$ cat config.mk
export PLATFORM = sky130hd
export DESIGN_NAME = ones_pattern_gen
export DESIGN_NICKNAME = d
export VERILOG_FILES = /design/src/rtl/ones_pattern_gen.sv
export SDC_FILE = /design/constraint.sdc
export NUM_CORES = 1
export LEC_CHECK = 0
export ABC_AREA = 1
export BUFFER_PORTS_ARGS = -buffer_cell sky130_fd_sc_hd__buf_2
export CAP_MARGIN = 20
export CORE_MARGIN = 5
export CORE_UTILIZATION = 55
export CTS_CLUSTER_DIAMETER = 40
export CTS_CLUSTER_SIZE = 28
export DETAILED_ROUTE_END_ITERATION = 12
export PLACE_DENSITY = 0.76
export SETUP_SLACK_MARGIN = 0.1
export SLEW_MARGIN = 20
export SYNTH_ARGS = -nofsm -noshare
export SYNTH_HDL_FRONTEND = slang
export SYNTH_SLANG_ARGS = --single-unit
$ cat constraint.sdc
create_clock -name clk -period 5.44 [get_ports clk]
set_input_delay 1.088 -clock clk [delete_from_list [all_inputs] [get_ports clk]]
set_output_delay 1.088 -clock clk [all_outputs]
set_load 0.005 [all_outputs]
$ cat src/rtl/ones_pattern_gen.sv
// ones_pattern_gen: walks every 8-bit word with exactly k ones,
// in ascending order, over a valid/ready stream.
module ones_pattern_gen (
    input  logic       clk,
    input  logic       rst_n,
    input  logic       start,
    input  logic [3:0] num_of_ones,
    output logic       busy,
    output logic       pattern_valid,
    input  logic       pattern_ready,
    output logic [7:0] pattern,
    output logic       pattern_last,
    output logic [6:0] pattern_index,
    output logic       done,
    output logic       error
);

    typedef enum logic [1:0] {
        IDLE = 2'd0,
        EMIT = 2'd1,
        FIN  = 2'd2
    } state_t;

    state_t     state_q, state_d;
    logic [3:0] k_q, k_d;
    logic [7:0] pattern_q, pattern_d;
    logic [6:0] index_q, index_d;
    logic       valid_q, valid_d;
    logic       last_q, last_d;
    logic       busy_q, busy_d;
    logic       done_q, done_d;
    logic       error_q, error_d;

    logic [2:0] tz;
    logic [7:0] bump;
    logic [7:0] refill;
    logic [7:0] next_word;
    logic [7:0] start_word;
    logic       start_last;
    logic       next_last;

    // Lowest k bits set; k=8 wraps 1<<8 to 0, so 0-1 gives 0xFF.
    function automatic logic [7:0] low_mask(input logic [3:0] k);
        logic [7:0] one;
        one = 8'd1;
        return (one << k) - 8'd1;
    endfunction

    // Largest word with k ones: the low mask pushed to the top.
    function automatic logic [7:0] top_mask(input logic [3:0] k);
        return low_mask(k) << (4'd8 - k);
    endfunction

    // Position of the lowest set bit of the current word.
    always_comb begin
        tz = 3'd0;
        for (int i = 7; i >= 0; i--) begin
            if (pattern_q[i]) tz = 3'(i);
        end
    end

    // Next larger word with equal popcount: ripple the lowest run
    // of ones up by one, then refill the leftover ones at the bottom.
    // The top word is never advanced, so the add cannot carry out.
    always_comb begin
        bump       = pattern_q + (8'd1 << tz);
        refill     = ((pattern_q ^ bump) >> 2) >> tz;
        next_word  = bump | refill;
        next_last  = (next_word == top_mask(k_q));
        start_word = low_mask(num_of_ones);
        start_last = (start_word == top_mask(num_of_ones));
    end

    // Next-state and next-output logic for the IDLE/EMIT/FIN walk.
    always_comb begin
        state_d   = state_q;
        k_d       = k_q;
        pattern_d = pattern_q;
        index_d   = index_q;
        valid_d   = valid_q;
        last_d    = last_q;
        busy_d    = busy_q;
        done_d    = 1'b0;
        error_d   = 1'b0;
        unique case (state_q)
            IDLE: begin
                if (start) begin
                    if (num_of_ones <= 4'd8) begin
                        state_d   = EMIT;
                        k_d       = num_of_ones;
                        pattern_d = start_word;
                        index_d   = 7'd0;
                        last_d    = start_last;
                        valid_d   = 1'b1;
                        busy_d    = 1'b1;
                    end else begin
                        error_d = 1'b1;
                    end
                end
            end
            EMIT: begin
                if (valid_q && pattern_ready) begin
                    if (last_q) begin
                        state_d = FIN;
                        valid_d = 1'b0;
                        last_d  = 1'b0;
                        done_d  = 1'b1;
                    end else begin
                        pattern_d = next_word;
                        index_d   = index_q + 7'd1;
                        last_d    = next_last;
                    end
                end
            end
            FIN: begin
                state_d = IDLE;
                busy_d  = 1'b0;
            end
            default: begin
                state_d = IDLE;
                valid_d = 1'b0;
                last_d  = 1'b0;
                busy_d  = 1'b0;
            end
        endcase
    end

    // State and registered outputs; reset clears everything at once.
    always_ff @(posedge clk or negedge rst_n) begin
        if (!rst_n) begin
            state_q   <= IDLE;
            k_q       <= 4'd0;
            pattern_q <= 8'd0;
            index_q   <= 7'd0;
            valid_q   <= 1'b0;
            last_q    <= 1'b0;
            busy_q    <= 1'b0;
            done_q    <= 1'b0;
            error_q   <= 1'b0;
        end else begin
            state_q   <= state_d;
            k_q       <= k_d;
            pattern_q <= pattern_d;
            index_q   <= index_d;
            valid_q   <= valid_d;
            last_q    <= last_d;
            busy_q    <= busy_d;
            done_q    <= done_d;
            error_q   <= error_d;
        end
    end

    assign busy          = busy_q;
    assign pattern_valid = valid_q;
    assign pattern       = pattern_q;
    assign pattern_last  = last_q;
    assign pattern_index = index_q;
    assign done          = done_q;
    assign error         = error_q;

endmodule

Word-level counts from Yosys, hierarchy flattened --
Cells that the tools add are included.
Storage, ports and cells: register bits after elaboration 26, word-level logic and storage cells 84, output and inout bits 20, bits of input ports 8
Cells by class: equal/unequal tests 9, muxes and demuxes 40, magnitude comparators 1, bitwise operators 4, reduce and logical (&&, ||, !) cells 9, $add $sub $neg 6, shift-type cells 6
Operators by type and width (number):
- 8-bit 2-to-1 mux | 4
- 7-bit 2-to-1 mux | 4
- 3-bit 2-to-1 mux | 8
- 8-bit == test | 2
- 8-bit case mux with 2 select lines | 1
- 1-bit by 4-bit << shifter with 8-bit output, first input constant | 2
- 8-bit by 4-bit << shifter with 8-bit output | 2
- 8-bit by 1-bit subtractor with 8-bit output, second input constant | 2
- 1-bit 2-to-1 mux | 14
- 7-bit case mux with 2 select lines | 1
- 2-bit inequality test, second input constant | 5
- 5-bit AND reduction | 2
- 8-bit adder | 1
- 2-bit 2-to-1 mux | 4
- 8-bit bitwise OR | 1
- 4-bit AND reduction | 2
- 1-bit by 3-bit << shifter with 8-bit output, first input constant | 1
- 6-bit by 3-bit right shift with 8-bit output | 1
- 4-bit subtractor, first input constant | 2
- 8-bit bitwise XOR | 1
- 7-bit by 1-bit adder with 7-bit output, second input constant | 1
- 1-bit case mux with 3 select lines | 2
- 3-bit AND reduction | 2
- 4-bit less-or-equal comparator, second input constant | 1
- 8 further kinds | 9

Logic depth before layout (Yosys ltp) --
Gate-level depths: netlist of run 1.
depth after elaboration 17, depth in mapped cells 32, gate-level depth less buffers 32

Worst setup path after synthesis of run 1 --
No wires, ideal clock.
kind input to register, from input num_of_ones[0], to register last_q, in the netlist pattern_last, setup time 0.116 ns, cell stages on the path 20, setup slack 2.267 ns, required time 5.324 ns, arrival time 3.057 ns, buffers on the path 0, cells stage by stage inv_2 -> ha_1 -> ha_1 -> nand2_2 -> ha_1 -> nand2_1 -> inv_1 -> nand3_1 -> or2_2 -> nand2_2 -> o21ai_0 -> o21ai_1 -> nand2_1 -> nand2_1 -> xor2_1 -> inv_1 -> nand3b_1 -> nand2_1 -> nand2_1 -> nand2_1
On the way: word-level cells in the longest chain between the ends 7, elaborated cells on any way between the ends 11, those cells by class 2 x add/sub; 1 x order compare; 2 x eq/ne; 2 x shift; 3 x mux; 1 x reduce/logical
RTL lines:
- start, declared | line 7 | input logic [3:0] num_of_ones,
- 1-bit by 4-bit << shifter with 8-bit output | line 46 | return (one << k) - 8'd1;
- 8-bit by 1-bit subtractor with 8-bit output | line 46
- 8-bit by 4-bit << shifter with 8-bit output | line 51 | return low_mask(k) << (4'd8 - k);
- 8-bit == test | line 71 | start_last = (start_word == top_mask(num_of_ones));
- 1-bit 2-to-1 mux | line 88 | if (num_of_ones <= 4'd8) begin
- 1-bit 2-to-1 mux | line 87 | if (start) begin
- 1-bit case mux with 3 select lines | line 85 | unique case (state_q)
- end signal, assigned | line 146 | last_q <= last_d;
- end, declared | line 29 | logic last_q, last_d;
Several ways; a longest one is shown, not always the timed one. The select of a mux whose other input is x is not followed. A chain may end at the register's enable or synchronous reset.

Final worst setup path of run 1 --
from input num_of_ones[0], to register index_q[5], in the netlist pattern_index[5]
On the way: word-level cells in the longest chain between the ends 3
RTL lines:
- 4-bit less-or-equal comparator | line 88
- 2-bit inequality test (no source line)
- 5-bit AND reduction (no source line)
- end signal, assigned | line 144 | index_q <= index_d;
- end, declared | line 27 | logic [6:0] index_q, index_d;
Every way passes these cells.

==> results by group, run 1 <==
Run status
  • Status: complete, no violations

Drt
  • Met2 routed WL: around 4000 um
  • Total number of vias: 3492
  • Routed met1 length: ~3800 um
  • WL/cell: 13.3 um
  • Max layer used: met4
  • Residual DRC: 0
  • Vias per inst: 5.52
  • Post-DRT Antenna Nets: 0
  • WL final: around 8400 um
  • Metal3 WL: ~500 um
  • TritonRoute pass-1 iters: 6
  • Initial DRC count: around 230

Worst setup path
  • Startpoint Class: primary input
  • R2R depth: 31
  • Crit-path max FO: 14
  • Setup crit end kind: flop
  • Crit path required time: ~5.6 ns
  • Critical path class: in2reg
  • WP data arrival: 3.87 ns

Synth
  • Post-synthesis compound-gate area fraction: roughly an eighth
  • Count leader, synth: nand2_1
  • Synth async-reset ratio: 100%
  • Sequential fraction of the synthesis area: a little over 20%
  • Synth warn: 0
  • Mapped Cells: between 500 and 600
  • Predominant post-synthesis flop cell: dfrtp_1
  • Top cells by area, synth: dfrtp_1, nand2_1, nand3_1
  • Syn avg cell area: 6.00 um2
  • Mapped cell area: between 3000 and 4000 um2
  • Share of the synthesized area in the top cell type: roughly a fifth
  • Synth Area in Simple Gates: a little over two fifths
  • Most frequent cells after synthesis: nand2_1, inv_1, nand3_1
  • Largest family of logic cells by synthesized area: simple AND/OR/NAND/NOR gates
  • FF+latch count, synth: 26
  • Yosys cell types: 38
  • Xor and xnor area share after synthesis: 3.82%
  • Post-synthesis adder-cell area fraction: under 10%
  • Mux contribution to synthesized area: 0.312%
  • Largest area contributor in the netlist: dfrtp_1
  • Number of enable flip-flop cells after synthesis: 0
  • Syn_nets: about 570

Clock network
  • Sink Count: 26
  • CTS Buffer Depth: 2
  • Hold Buf Count CTS: 0
  • CTS tree: done
  • Root Buffer: clkbuf_8
  • H-tree lvl count: 1
  • Clock latency on the worst-skew pair: about 0.27 ns
  • Post-CTS sizing: 0
  • Setup Buffers After CTS: 0
  • Num CTS Buffers: 3
  • Clk slew on worst S/H paths: 0.09 ns

Floorplan
  • Rows: 27
  • Io pins: 28
  • Starting Density: a little under three fifths
  • Core area: 5570 um2
  • Die height: ~86 um
  • Die footprint: roughly 7500 um2
  • DIE WIDTH: a little under 90 um

Global route
  • Tot GR Track Use: between 20% and 30%
  • First-pass GRT wire length: between 10000 and 15000 um
  • Gr ovfl total: 0
  • Initial antenna violation count: 0
  • Number of global-route vias before repair: 3154
  • Largest net degree at the start of global routing: 27

Timing
  • Fin crit share: 68.1%
  • Fmax: roughly 270 MHz
  • Final TNS setup: 0 ns
  • RSZ-0062 raised after global routing: false
  • WHS: roughly 0.51 ns
  • Final Hold Fails: 0
  • Relative slew slack: 60.1%
  • Fin worst setup slack: approximately 1.7 ns
  • Final setup vio count: 0
  • Worst Skew: approximately 0.0043 ns
  • Pins Over Slew Limit: 0
  • Worst-margin pin slew: 0.598 ns
  • Time the worst path needs with I/O delays and setup: between 3 and 4 ns

Pwr
  • Switching Fraction: a little under three fifths
  • Net Switching: between 1 and 1.5 mW
  • VDD IR max: 0.267 mV
  • Leakage: slightly below 2 nW
  • Overall power: 2.15 mW
  • Sequential power share: roughly 17%
  • Clock share of power: 7.4%
  • Pwr dens: between 600 and 700 nW/um2
  • Combinational power share: ~76%
  • Power Internal: approximately 930 uW

Cells and area
  • Storage cell area: about 650 um2
  • Share of layout cells above drive strength 1: approximately 10%
  • Post-layout net count: 593
  • Area taken by multi-input logic gates: about 2200 um2
  • Final Util: about 63%
  • P&R area growth vs syn: 8.53%
  • Total of fill cells in the finished design: ~550
  • N_diodes: 0

Flow run
  • Maximum capacitance violations: 0

Placement
  • Dpl ws: 1.50 ns
  • Port Buf Inserts: 27
  • Post-DP HPWL: about 6900 um
  • GP Congestion: between 1 and 1.5

Min path
  • HP Class: reg2reg
  • Worst hold path cell count: 1
==> per-layer routing <==
| layer | vias to the layer above | GRT usage [%] |
|---|---|---|
| met3 | 12 | 2.95 |
| li1 | 1796 | - |
| met2 | 102 | 38.9 |
| met5 | - | 0 |
| met4 | 0 | 4.82 |
| met1 | 1582 | 30.9 |
==> final timing paths <==
path,end,from,slack (ns)
min reg2reg,pattern_index[6],pattern_index[6],0.51
max,pattern_index[5],num_of_ones[0],1.74
max reg2reg,pattern_last,pattern[6],1.79
min in group asynchronous,pattern_index[3],rst_n,0.81
max in group asynchronous,pattern[4],rst_n,4.23
min,pattern_index[6],pattern_index[6],0.51
==> registers in the layout, indices dropped and copies added (netlist names) <==
signal,flops
pattern_last,1
done,1
k_q,4
pattern_index,7
state_q,2
busy,1
error,1
pattern,8
pattern_valid,1
==> area by class of cell <==
type | count | share of cell area [%]
multi-input cells | 422 | 64.0
flip-flops and latches | 26 | 18.7
inverters | 82 | 8.83
repair buffers | 27 | 3.88
well taps | 72 | 2.59
clock buffers | 3 | 1.18
clock inverters | 1 | 0.862
==> placed cells by master, fill, tap and decap left out <==
| cell | instances |
|---|---|
| fa_1 | 1 |
| inv_1 | 74 |
| o31ai_1 | 1 |
| nor3b_1 | 2 |
| nand2b_1 | 1 |
| o22ai_1 | 2 |
| nor2_4 | 1 |
| or2_2 | 2 |
| inv_2 | 7 |
| nor2_1 | 41 |
| nand3_1 | 73 |
| mux2i_1 | 1 |
| o21ai_1 | 3 |
| xnor2_1 | 1 |
| nand2_1 | 162 |
| xor2_1 | 13 |
| a21oi_4 | 2 |
| a21oi_2 | 1 |
| nor3_1 | 8 |
| o221ai_1 | 4 |
| nand4_2 | 1 |
| o21bai_1 | 1 |
| nor2_2 | 4 |
| dfrtp_1 | 26 |
| o211ai_1 | 2 |
| bufinv_16 | 1 |
| nand2_2 | 6 |
| nor3b_2 | 1 |
| nand3b_1 | 4 |
| o21ai_0 | 30 |
| clkinv_1 | 1 |
| ha_1 | 22 |
| a31oi_1 | 2 |
| nand4_1 | 10 |
| a21o_1 | 1 |
| buf_2 | 27 |
| a21oi_1 | 17 |
| clkbuf_8 | 3 |
| nand3_2 | 2 |
==> stage by stage <==
step                      instance area (um2)  instances
after floorplan                          3210        535
after detailed placement                 3410        629
after global placement                   3410        629
final                                    3480        633
after global routing                     3480        633
after CTS                                3480        633
==> cells by family after synthesis <==
group	count (synthesis)
buf+inv	87
compound gates	66
fa+ha+maj	23
simple gates	318
flops	26
mux	1
xor+xnor	14
==> power by group through the flow <==
stage	registers [mW]	logic (mW)	clock network (mW)
after global routing	0.368	1.84	0.173
final	0.355	1.64	0.160
after detailed placement	0.355	1.60	0
after CTS	0.351	1.61	0.163
after floorplan	0.338	1.24	0
after global placement	0.351	1.59	0
==> critical path, cell delays in order <==
cell and delay (ns):
buf_2 0.19, inv_2 0.18, ha_1 0.22, a21oi_1 0.13, nor2_2 0.43, inv_2 0.20
a21oi_2 0.53, inv_1 0.31, nor3_1 0.27, nand2_1 0.10, o21ai_0 0.16, a21oi_1 0.06
(Power assumes the default switching activity.)
==> inputs of run 2 (changes only) <==
Clock period 5.44 ns to 3.52 ns, I/O delays scaled along.
==> run 2 against run 1 <==
Net effect: clock-buffer cell count stayed put; final cell count is 5.1% higher; register-to-register slack worse by 1.6 ns; sequential cell count stayed put; clock power is 57% higher; clock skew is 0.0044 ns higher; total power is 84% higher; critical endpoint is now pattern_last; largest power group unchanged.
==> results by group, run 2 (synthesis gave the netlist of run 1 again) <==
Run status
  • Status: complete, no violations

Worst setup path
  • Top cell by count, worst path: nand2_1
  • Crit path required time: 3.74 ns (-1.86 ns)
  • Crit-path max cell delay: 0.37 ns (-0.16 ns)
  • Critical path class: reg2reg
  • WP data arrival: 3.54 ns (-0.33 ns)
  • Setup crit end kind: flop
  • Crit-path max FO: 3 (-11)
  • Slowest CP cell: dfrtp_1
  • Startpoint Class: flop

Cells and area
  • Final Non-Filler Cells: 665 (+5.1%)
  • Final Util: 69.6% (+7.1 points)
  • Share of layout cells above drive strength 1: 21.1% (+11 points)
  • N_diodes: 0 (unchanged)
  • Post-layout net count: 625 (+5.4%)
  • Commonest non-fill, non-tap cell in the layout: nand2_1
  • P&R area growth vs syn: 20.9%
  • Storage cell area: 651 um2 (unchanged)
  • Max FFs per register: 8 (unchanged)
  • Most frequent cells in the layout: nand2_1, nand3_1, inv_1
  • Area taken by multi-input logic gates: 2370 um2 (+6.4%)
  • Total of fill cells in the finished design: 487 (-12%)

Timing
  • Worst-margin pin slew: 0.568 ns (-0.0298 ns)
  • Final setup vio count: 0 (unchanged)
  • Time the worst path needs with I/O delays and setup: between 3 and 4 ns
  • Relative slew slack: 62.1% (+2.0 points)
  • Fmax: ~300 MHz
  • Final TNS setup: 0 ns (unchanged)
  • Fin worst setup slack: 0.192 ns (-1.55 ns)
  • Worst Skew: 0.00868 ns (+0.00437 ns)
  • Fin crit share: a little over nine tenths
  • RSZ-0062 raised after global routing: true
  • Final Hold Fails: 0 (unchanged)
  • Pins Over Slew Limit: 0 (unchanged)

Pwr
  • Switching Fraction: 54.3% (-2.5 points)
  • Pwr dens: 1020 nW/um2 (+66%)
  • Combinational power share: 80.7% (+4.6 points)
  • Power Internal: 1.81 mW (+95%)
  • Clock share of power: 6.3% (-1.1 points)
  • Net Switching: 2.15 mW (+76%)
  • Leakage: 2.15 nW (+9.0%)
  • Sequential power share: 13.0% (-3.5 points)
  • VDD IR max: 0.440 mV (+65%)

Global route
  • First-pass GRT wire length: 14800 um (+4.2%)
  • Number of global-route vias before repair: 3245 (+2.9%)
  • Gr ovfl total: 0 (unchanged)
  • Initial antenna violation count: 0 (unchanged)
  • Tot GR Track Use: 23.9% (+1.1 points)
  • Largest net degree at the start of global routing: 27 (unchanged)

Drt
  • Total number of vias: 3680 (+5.4%)
  • WL final: 9170 um (+9.3%)
  • Post-DRT Antenna Nets: 0 (unchanged)
  • Metal3 WL: 411 um (-17%)
  • WL/cell: 13.8 um (+4.0%)
  • Max layer used: met4
  • Residual DRC: 0 (unchanged)
  • Initial DRC count: 230 (-0.86%)
  • Met2 routed WL: 4380 um (+9.9%)
  • TritonRoute pass-1 iters: 5 (-1)
  • Vias per inst: 5.53 (+0.31%)
  • Routed met1 length: 4130 um (+8.8%)

Clock network
  • H-tree lvl count: 1 (unchanged)
  • Sink Count: 26 (unchanged)
  • Num CTS Buffers: 3 (unchanged)
  • CTS tree: done
  • CTS Buffer Depth: 2 (unchanged)
  • Clk slew on worst S/H paths: 0.10 ns (about the same)
  • Root Buffer: clkbuf_8
  • Clock latency on the worst-skew pair: 0.28 ns (about the same)

Flow run
  • Maximum capacitance violations: 0 (unchanged)

Floorplan
  • Rows: 27 (unchanged)
  • Core area: 5570 um2 (unchanged)
  • Io pins: 28 (unchanged)
  • Starting Density: 57.6% (unchanged)
  • DIE WIDTH: 86.4 um (unchanged)
  • Die height: 86.4 um (unchanged)
  • Die footprint: 7460 um2 (unchanged)

Placement
  • GP Congestion: 0.932 (-7.4%)
  • Cell count after placement: 645 (+2.5%)
  • Post-DP HPWL: 7130 um (+3.9%)
  • Port Buf Inserts: 27 (unchanged)
  • Dpl ws: -0.0179 ns (-1.52 ns)

Min path
  • HP Class: in2async
## run 2: final cells by class
| cell class | instances | area share [%] |
|---|---|---|
| multi-input combinational | 422 | 61.1 |
| sequential | 26 | 16.8 |
| tap | 72 | 2.32 |
| clock inverter | 1 | 0.774 |
| clock buffer | 3 | 1.06 |
| timing repair buffer | 59 | 9.86 |
| inverter | 82 | 8.09 |
## run 2: per-stage QoR
| stage | hold WS (ns) | instance area [um2] | power [mW] |
|---|---|---|---|
| global route | 0.451 | 3880 | 4.32 |
| floorplan | 0.408 | 3210 | 2.44 |
| CTS | 0.431 | 3640 | 3.44 |
| detailed placement | 0.501 | 3530 | 3.14 |
| finish | 0.404 | 3880 | 3.97 |
| global placement | 0.466 | 3530 | 3.12 |
## run 2: metal layers
layer,track usage [%],vias up
met1,32.8,1675
met5,0,-
met4,5.52,0
met2,40.8,122
li1,-,1859
met3,2.00,24
## run 2: final timing paths
check                            startpoint                to  slack [ns]  cells after the start
max in group asynchronous             rst_n        pattern[1]        2.73                      1
setup reg to reg                 pattern[6]      pattern_last        0.19                     27
hold / removal                        rst_n  pattern_index[4]        0.40                      1
hold reg to reg            pattern_index[6]  pattern_index[6]        0.51                      1
setup / recovery                 pattern[6]      pattern_last        0.19                     27
min in group clk           pattern_index[6]  pattern_index[6]        0.51                      1
## run 2: power by group through the flow
stage | logic [mW] | clock network (mW) | registers, mW
global route | 3.52 | 0.264 | 0.535
global placement | 2.59 | 0 | 0.524
CTS | 2.68 | 0.251 | 0.510
floorplan | 1.92 | 0 | 0.522
detailed placement | 2.61 | 0 | 0.528
finish | 3.20 | 0.251 | 0.514
## run 2: timing repair
action	CTS	global route
hold buffers	0	0
pin swaps	2	27
resized for setup	2	44
endpoints found under the setup margin	3	6
setup buffers	4	12
## run 2: worst max-delay path, delay by kind of cell (launching register included)
kind	cells	cell delay (ns)
flops	1	0.37
buf+inv	3	0.26
xor+xnor	2	0.32
simple gates	18	1.45
fa+ha+maj	2	0.52
compound gates	2	0.37
==> inputs of run 3 (changes only) <==
Settings changed: CORE_UTILIZATION 55 to 40, PLACE_DENSITY 0.76 to 0.59.
==> run 3 against run 2 <==
Net effect: first-iteration DRC count shrank 23%; register-to-register slack hardly changed; largest power group unchanged; worst hold slack gained 0.020 ns; critical path depth unchanged; wire length up 4.2%; non-clock buffer count grew 13.
==> results by group, run 3 (synthesis gave the netlist of run 1 again) <==
Cells and area
  • N_diodes: 0 (unchanged)
  • Post-route cell area: 4030 um2 (+3.8%)
  • Commonest non-fill, non-tap cell in the layout: nand2_1
  • Final Util: 51.9% (-18 points)
  • Most frequent cells in the layout: nand2_1, nand3_1, inv_1
  • Post-layout net count: 638 (+2.1%)
  • Max FFs per register: 8 (unchanged)
  • Total of fill cells in the finished design: 809 (+66%)
  • P&R area growth vs syn: 25.5%
  • Share of layout cells above drive strength 1: 22.9% (+1.9 points)

Floorplan
  • Core area: 7770 um2 (+39%)
  • Die height: 99.6 um (+15%)
  • Starting Density: 41.3% (-16 points)
  • Io pins: 28 (unchanged)
  • Rows: 32 (+19%)
  • Die footprint: 9920 um2 (+33%)
  • DIE WIDTH: 99.6 um (+15%)

Drt
  • Total number of vias: 3643 (-1.0%)
  • Residual DRC: 0 (unchanged)
  • Vias per inst: 5.15 (-7.0%)
  • TritonRoute pass-1 iters: 5 (unchanged)
  • WL final: 9550 um (+4.2%)
  • Post-DRT Antenna Nets: 0 (unchanged)
  • Initial DRC count: 176 (-23%)
  • WL/cell: 13.5 um (-2.2%)

Worst setup path
  • Reg-to-reg startpoint: pattern[6]
  • R2R depth: 27 (unchanged)
  • Top cell by count, worst path: nand2_1
  • WP data arrival: 3.54 ns (about the same)
  • Startpoint Class: flop
  • Crit-path max FO: 6 (+3)
  • Setup crit end kind: flop
  • R2R Setup Slk: 0.19 ns (about the same)
  • Crit path required time: 3.73 ns (about the same)
  • Crit-path max cell delay: 0.37 ns (about the same)
  • Slowest CP cell: dfrtp_1
  • FF-to-FF End: pattern_last
  • Critical path class: reg2reg

Global route
  • Gr ovfl total: 0 (unchanged)
  • Largest net degree at the start of global routing: 27 (unchanged)
  • Initial antenna violation count: 0 (unchanged)
  • First-pass GRT wire length: 15300 um (+4.0%)
  • Number of global-route vias before repair: 3379 (+4.1%)
  • Tot GR Track Use: 18.4% (-5.5 points)

Clock network
  • Hold Buf Count CTS: 0 (unchanged)
  • Root Buffer: clkbuf_8
  • Num CTS Buffers: 3 (unchanged)
  • CTS tree: done
  • CTS Buffer Depth: 2 (unchanged)
  • Clock latency on the worst-skew pair: 0.27 ns (about the same)
  • Sink Count: 26 (unchanged)
  • H-tree lvl count: 1 (unchanged)
  • Clk slew on worst S/H paths: 0.10 ns (about the same)

Flow run
  • Maximum capacitance violations: 0 (unchanged)

Placement
  • GP Congestion: 0.911 (-2.2%)
  • Post-DP Area: 3570 um2 (+1.1%)
  • Port Buf Inserts: 27 (unchanged)
  • Post-DP HPWL: 7350 um (+3.1%)

Timing
  • Worst Skew: 0.0129 ns (+0.00424 ns)
  • Worst-margin pin slew: 0.605 ns (+0.0373 ns)
  • Final Hold Fails: 0 (unchanged)
  • Fin crit share: 94.5% (about the same)
  • Fmax: 301 MHz (about the same)
  • RSZ-0062 raised after global routing: true
  • Final setup vio count: 0 (unchanged)
  • Time the worst path needs with I/O delays and setup: 3.33 ns (-0.000138 ns)
  • Pins Over Slew Limit: 0 (unchanged)
  • Relative slew slack: 59.6% (-2.5 points)

Pwr
  • Pwr dens: 991 nW/um2 (-3.0%)
  • Leakage: 2.21 nW (+2.8%)
  • VDD IR max: 0.283 mV (-36%)

Min path
  • HP Class: in2async

Run status
  • Status: complete, no violations
## run 3: worst max-delay path, delay by kind of cell, from the launching register on
family / cells / cell delay (ns)
buffers and inverters: 6 / 0.82
flip-flops: 1 / 0.37
AO/OA/AOI/OAI: 1 / 0.16
AND/OR/NAND/NOR: 19 / 1.65
adder cells (fa/ha/maj): 1 / 0.27
## run 3: metrics by stage
stage                     setup WS, ns  hold WS, ns  TNS [ns]  cells  power, mW
final                            0.193        0.423         0    708       4.00
after detailed placement        0.0114        0.496         0    675       3.14
after CTS                        0.103        0.437         0    682       3.46
after global placement           0.164        0.467         0    675       3.14
after global routing           -0.0526        0.460   -0.0526    708       4.41
after floorplan                  0.403        0.408         0    535       2.44
## run 3: final cells by class
cell class	instances	area, um2	share of cell area [%]
multi-input cells	422	2380	59.1
clock buffers	3	41.3	1.02
well taps	102	128	3.17
inverters	82	317	7.85
clock inverters	1	30.0	0.745
repair buffers	72	477	11.8
flip-flops and latches	26	654	16.2
## run 3: worst max path at each step
stage               start      endpoint  slack, ns
3_3_place_gp   pattern[3]  pattern_last       0.16
2_1_floorplan  pattern[6]  pattern_last       0.40
4_1_cts        pattern[6]  pattern_last       0.10
5_1_grt        pattern[6]  pattern_last      -0.05
3_5_place_dp   pattern[7]  pattern_last       0.01
6_report       pattern[6]  pattern_last       0.19
## run 3: power by group
part           internal, mW  leakage, nW  switching [mW]  total, mW
logic                  1.30         1.86            1.92       3.21
clock network         0.152       0.0357          0.0972      0.249
registers             0.410        0.318           0.122      0.532
total                  1.86         2.21            2.14       4.00
## run 3: routing by layer
metal / share of wire [%] / up-vias / GRT usage, % / routed length (um)
li1: - / 1890 / - / -
met1: 46 / 1655 / 24.9 / 4410
met2: 49 / 88 / 32.1 / 4700
met3: 3.4 / 10 / 1.54 / 325
met4: 1.2 / 0 / 3.47 / 114
met5: 0 / - / 0 / 0
## run 3: repair_timing
action / in CTS / in global routing
setup buffers: 3 / 26
endpoints found under the setup margin: 3 / 6
gates resized for setup: 7 / 44
pin swaps: 0 / 26
gates cloned: 0 / 0
